### src/rtl/pokey_kbd_scan.sv
// POKEY keyboard scanner: walks the 64-key matrix, debounces one key at a time,
// latches KBCODE and raises the keyboard IRQ / overrun pulses.
//
// state   | meaning
// IDLE    | no key held, looking for any pressed position
// CONFIRM | candidate seen once, waiting for the next visit to confirm it
// DOWN    | key accepted and held
// RELEASE | key seen up once, waiting for the next visit to confirm release
module pokey_kbd_scan #(
    parameter logic [5:0] SHIFT_POS = 6'h10,
    parameter logic [5:0] CTRL_POS  = 6'h00
) (
    input  logic       clk,
    input  logic       reset_n,
    input  logic       scanEn,
    input  logic       kbdEnable,
    input  logic       debounceEn,
    input  logic       kr1_n,
    input  logic       kr2_n,
    input  logic       irqPending,
    output logic [5:0] kScan,
    output logic [7:0] kbcode,
    output logic       keyDown,
    output logic       kShift,
    output logic       keyOvrun,
    output logic       keyIrq
);

    typedef enum logic [1:0] {IDLE, CONFIRM, DOWN, RELEASE} state_t;

    state_t     state;
    logic [5:0] cmp;
    logic       ctrl_l;
    logic       match;
    logic       pressed;

    assign match   = (kScan == cmp);
    assign pressed = !kr1_n;

    // kShift doubles as the latched SHIFT state; accepts use the value latched
    // before the current sample, so a modifier sampled this step counts next time.
    always_ff @(posedge clk or negedge reset_n) begin
        if (!reset_n) begin
            state    <= IDLE;
            cmp      <= 6'h00;
            ctrl_l   <= 1'b0;
            kScan    <= 6'h00;
            kbcode   <= 8'h00;
            keyDown  <= 1'b0;
            kShift   <= 1'b0;
            keyOvrun <= 1'b0;
            keyIrq   <= 1'b0;
        end else begin
            keyIrq   <= 1'b0;
            keyOvrun <= 1'b0;
            if (!kbdEnable) begin
                kScan   <= 6'h00;
                state   <= IDLE;
                keyDown <= 1'b0;
                kShift  <= 1'b0;
            end else if (scanEn) begin
                kScan <= kScan + 6'd1;
                if (kScan == SHIFT_POS) kShift <= !kr2_n;
                if (kScan == CTRL_POS)  ctrl_l <= !kr2_n;
                case (state)
                    IDLE: begin
                        if (pressed) begin
                            cmp <= kScan;
                            if (debounceEn) begin
                                state <= CONFIRM;
                            end else begin
                                kbcode   <= {ctrl_l, kShift, kScan};
                                keyIrq   <= 1'b1;
                                keyOvrun <= irqPending;
                                keyDown  <= 1'b1;
                                state    <= DOWN;
                            end
                        end
                    end
                    CONFIRM: begin
                        if (match) begin
                            if (pressed) begin
                                kbcode   <= {ctrl_l, kShift, cmp};
                                keyIrq   <= 1'b1;
                                keyOvrun <= irqPending;
                                keyDown  <= 1'b1;
                                state    <= DOWN;
                            end else begin
                                state <= IDLE;
                            end
                        end
                    end
                    DOWN: begin
                        if (match && !pressed) begin
                            if (debounceEn) begin
                                state <= RELEASE;
                            end else begin
                                state   <= IDLE;
                                keyDown <= 1'b0;
                            end
                        end
                    end
                    RELEASE: begin
                        if (match) begin
                            if (pressed) begin
                                state <= DOWN;
                            end else begin
                                state   <= IDLE;
                                keyDown <= 1'b0;
                            end
                        end
                    end
                    default: state <= IDLE;
                endcase
            end
        end
    end

endmodule

### config.mk
export PLATFORM = sky130hd
export DESIGN_NAME = pokey_kbd_scan
export DESIGN_NICKNAME = d
export VERILOG_FILES = /design/src/rtl/pokey_kbd_scan.sv
export SDC_FILE = /design/constraint.sdc
export NUM_CORES = 1
export LEC_CHECK = 0
export ABC_CLOCK_PERIOD_IN_PS = 1600
export CORE_MARGIN = 2
export CORE_UTILIZATION = 30
export CTS_BUF_LIST = sky130_fd_sc_hd__clkbuf_8
export CTS_CLUSTER_DIAMETER = 120
export CTS_CLUSTER_SIZE = 28
export DETAILED_ROUTE_END_ITERATION = 10
export PLACE_DENSITY = 0.54
export SLEW_MARGIN = 30
export SYNTH_ARGS = -nofsm -noshare
export SYNTH_HDL_FRONTEND = slang
export SYNTH_SLANG_ARGS = --single-unit
### constraint.sdc
create_clock -name clk -period 1.6 [get_ports clk]
set_input_delay 0.32 -clock clk [delete_from_list [all_inputs] [get_ports clk]]
set_output_delay 0.32 -clock clk [all_outputs]
set_load 0.005 [all_outputs]
==> impl_summary.md <==
Status
The flow ran to the end, but the final reports show violations. The checks that failed: negative setup slack.

Synth
The mapped cell area is 1455 um2. The flip-flop cell with the highest count after synthesis is sky130_fd_sc_hd__dfrtp_1. The sequential share of the synthesized area is 0.4643. The total nets after synthesis is 130. After synthesis, the cell types taking the most area are sky130_fd_sc_hd__dfrtp_1 46%, sky130_fd_sc_hd__mux2_2 9.3%, sky130_fd_sc_hd__mux2_4 7.2%. After synthesis the netlist holds a flip-flop and latch count of 27. A synthesized cell averages 12.13 um2. The proportion of netlist area held by the largest area contributor is 0.4643. Yosys mapped a number of flops with a built-in enable equal to 0. The fraction of synthesis flops using an asynchronous set or reset pin is 1.000. For this run, the number of Yosys warnings is 0. The unique cell type count in the Yosys netlist is 36. Synthesis handed over a netlist of 120 instances. The largest total area in the synthesized netlist belongs to sky130_fd_sc_hd__dfrtp_1.

Placed design
The placement-stage worst setup slack is -503.8 ps. At the end of routability-driven placement, the weighted congestion stood at 0.8556. The placed cell count is 215. The HPWL after detailed placement is 2375 um. The quantity of I/O buffers inserted on ports is 25.

Layout
The layout cell share with drive strength beyond 1 is 0.3750. From synthesis to final layout, the design area changed by 44.71%. The number of standard cells in the layout, taps in and fillers out is 230.

The repair_antennas step left the layout with diodes totalling 0. The net total in the final layout is 187.

STA
Setup violations remaining at the end of the flow were counted as 10. After routing, the total negative slack on setup checks comes to -786.5 ps. Setup repair after global routing could not meet its margin everywhere. The clock period minus worst slack is 1708 ps.

The worst-case clock skew is 4.394 ps. The smallest setup slack after layout is -108.1 ps. For the pin with the worst max-slew slack, the measured transition is 346.7 ps. The final hold violation count came to 0. Dividing the final minimum period by the clock period gives 1.068. In this run the tightest slew margin relative to its limit is 0.7689. The max-slew violation total from the final report is 0.

Static timing analysis puts the maximum clock frequency at 0.5854 GHz.

Detailed routing
The antenna violation net count after detailed routing is 0. The wire length reported by the detailed router is 3307 um. The overall via count from detail_route is 1101. After the first detailed-routing iteration, the DRC count stood at 46.

The detail-routed net length per standard cell is 14.38 um. Dividing the detail-routed via count by the number of cells gives 4.787. For this run, design rule violations remaining after detail routing come to 0.

The total iterations of the first detailed-routing run is 4.

Power and ir drop
The ratio of total power to cell area is 830.6 nW/um2. The static leakage power is 1.092 nW. VDD sags by at most 0.3414 mV.

The power consumption is 1.749 mW.

GRT
Global routing finished with a remaining overflow of 0. The first global-routing pass estimated 5637 um of wire. Entering global routing, the biggest net connects 28 pins. The number of global-route vias before repair is 1158.

In the global route stage, overall resource usage came out at 0.1348. The initial antenna violation count was 0.

Clock tree
The quantity of hold-fixing buffers added after cts is 0. The maximum level of the CTS H-tree is 1. The clock tree from TritonCTS is yes.

The number of CTS-inserted buffers is 3. The total number of clock tree sinks is 27. The clock latency on the worst-skew pair is 270 ps. The root buffer selected by CTS is sky130_fd_sc_hd__clkbuf_8. The longest clock path from root to sink contains 2 buffers. After clock tree synthesis, the clock-pin slew on the worst setup and hold paths is 90 ps.

Die
In this run the count of I/O pins placed on the die edge is 26. In this run the vertical extent of the chip is 73.65 um. The area of the die is 5424 um2. The area of the core region is 4692 um2. The effective utilization at floorplan is 0.3101. The width of the chip is 73.65 um. In this run the core area contains 25 standard-cell rows.

Worst setup path
The startpoint kind of the worst setup timing path is a flip-flop. Data on the critical path is required at its endpoint by 1760 ps. The kind of end point of the critical path is a flip-flop.

Along the worst path, the maximum fanout reaches 8. The startpoint of the worst-slack reg-to-reg timing path is kScan[1]. At the worst endpoint, the arrival time is 1870 ps. The critical path launch point is kScan[1]. The worst setup path is of the reg2reg kind.

Flow run
The number of max-cap violations is 0.

Hold path
The class of the tightest hold or removal check is in2async.
area by class of cell:
type	count	area (um2)
tap	54	67.56
sequential	27	675.6
clock inverter	1	3.754
multi-input combinational	81	742.0
inverter	4	15.01
clock buffer	3	41.29
fill	428	2586
timing repair buffer	60	560.5
cell usage after synthesis (2+ instances only):
| cell type | count |
|---|---|
| sky130_fd_sc_hd__a21oi_1 | 2 |
| sky130_fd_sc_hd__and2_1 | 7 |
| sky130_fd_sc_hd__buf_2 | 4 |
| sky130_fd_sc_hd__clkbuf_1 | 2 |
| sky130_fd_sc_hd__dfrtp_1 | 27 |
| sky130_fd_sc_hd__ha_1 | 2 |
| sky130_fd_sc_hd__inv_1 | 3 |
| sky130_fd_sc_hd__mux2_2 | 12 |
| sky130_fd_sc_hd__mux2_4 | 7 |
| sky130_fd_sc_hd__mux2i_1 | 4 |
| sky130_fd_sc_hd__nand2_1 | 5 |
| sky130_fd_sc_hd__nand3_1 | 2 |
| sky130_fd_sc_hd__nand4_1 | 3 |
| sky130_fd_sc_hd__nor2_1 | 5 |
| sky130_fd_sc_hd__nor2b_1 | 2 |
| sky130_fd_sc_hd__nor4b_1 | 2 |
| sky130_fd_sc_hd__o21ai_0 | 2 |
| sky130_fd_sc_hd__xnor2_1 | 3 |
| sky130_fd_sc_hd__xor2_1 | 9 |
cells by family after synthesis:
family	count (synthesis)	share of synthesized area
and+or+nand+nor	33	0.1453
DFF	27	0.4643
muxes	24	0.2003
xor gates and xnor gates	12	0.07223
buffers and inverters	12	0.05073
AOI/OAI and AO/OA	10	0.04988
adders and majority gates	2	0.01719
power by group:
group / internal [mW] / switching [mW]
clock network: 0.172 / 0.204
registers: 0.757 / 0.0555
logic: 0.333 / 0.228
metal layers:
layer / global-route usage / wire length [um] / vias to the layer above
li1: - / - / 529
met1: 0.1821 / 1558 / 542
met2: 0.2183 / 1579 / 24
met3: 0.02058 / 115 / 6
met4: 0.04848 / 54 / 0
met5: 0 / 0 / -
path summary, 6_finish.rpt:
check,end,slack [ps],cells after the start
worst max-delay path,kbcode[1],-110,5
worst min register to register,ctrl_l,490,2
worst max register to register,kbcode[1],-110,5
min in group clk,ctrl_l,490,2
max in group asynchronous,kScan[2],920,2
worst min-delay path,cmp[5],420,2
worst max-delay path: stages, from the launching register on:
cell and delay [ps]:
sky130_fd_sc_hd__dfrtp_1 410, sky130_fd_sc_hd__xor2_1 190, sky130_fd_sc_hd__nor4_4 320, sky130_fd_sc_hd__a22o_2 240, sky130_fd_sc_hd__buf_12 140, sky130_fd_sc_hd__mux2_4 300
metrics by stage:
step / instance area, um2 / hold WS (ps) / utilization
floorplan: 1455 / 24.41 / -
global placement: 1919 / 466.0 / 0.4091
detailed placement: 1919 / 475.1 / 0.4091
CTS: 2064 / 434.7 / 0.4400
global route: 2106 / 443.8 / 0.4488
finish: 2106 / 417.3 / 0.4488
layout by cell type (no fill, tap or decap), types with 2 or more instances in the layout:
master	count
sky130_fd_sc_hd__mux2_4	8
sky130_fd_sc_hd__mux2i_1	4
sky130_fd_sc_hd__dfrtp_1	27
sky130_fd_sc_hd__nor2b_1	2
sky130_fd_sc_hd__xnor2_1	3
sky130_fd_sc_hd__nand2_1	5
sky130_fd_sc_hd__xor2_1	8
sky130_fd_sc_hd__ha_1	2
sky130_fd_sc_hd__nand3_1	2
sky130_fd_sc_hd__mux2_2	12
sky130_fd_sc_hd__dlygate4sd2_1	6
sky130_fd_sc_hd__nor2_1	5
sky130_fd_sc_hd__o21ai_0	2
sky130_fd_sc_hd__dlymetal6s2s_1	3
sky130_fd_sc_hd__clkdlybuf4s50_1	16
sky130_fd_sc_hd__inv_1	4
sky130_fd_sc_hd__a21oi_1	2
sky130_fd_sc_hd__buf_6	6
sky130_fd_sc_hd__and2_1	7
sky130_fd_sc_hd__buf_12	2
sky130_fd_sc_hd__nand4_1	3
sky130_fd_sc_hd__buf_4	27
sky130_fd_sc_hd__clkbuf_8	3
flip-flops by register name, indices dropped and copies added, names as in the netlist:
register	cells
kShift	1
keyDown	1
cmp	6
keyOvrun	1
state	2
kScan	6
ctrl_l	1
kbcode	8
keyIrq	1
what timing repair did:
action | CTS | global route
pin swaps | 2 | 2
resized for setup | 14 | 7
setup endpoints to repair | 23 | 16
buffers inserted | 10 | 1
Power figures use the tool's default switching activity.
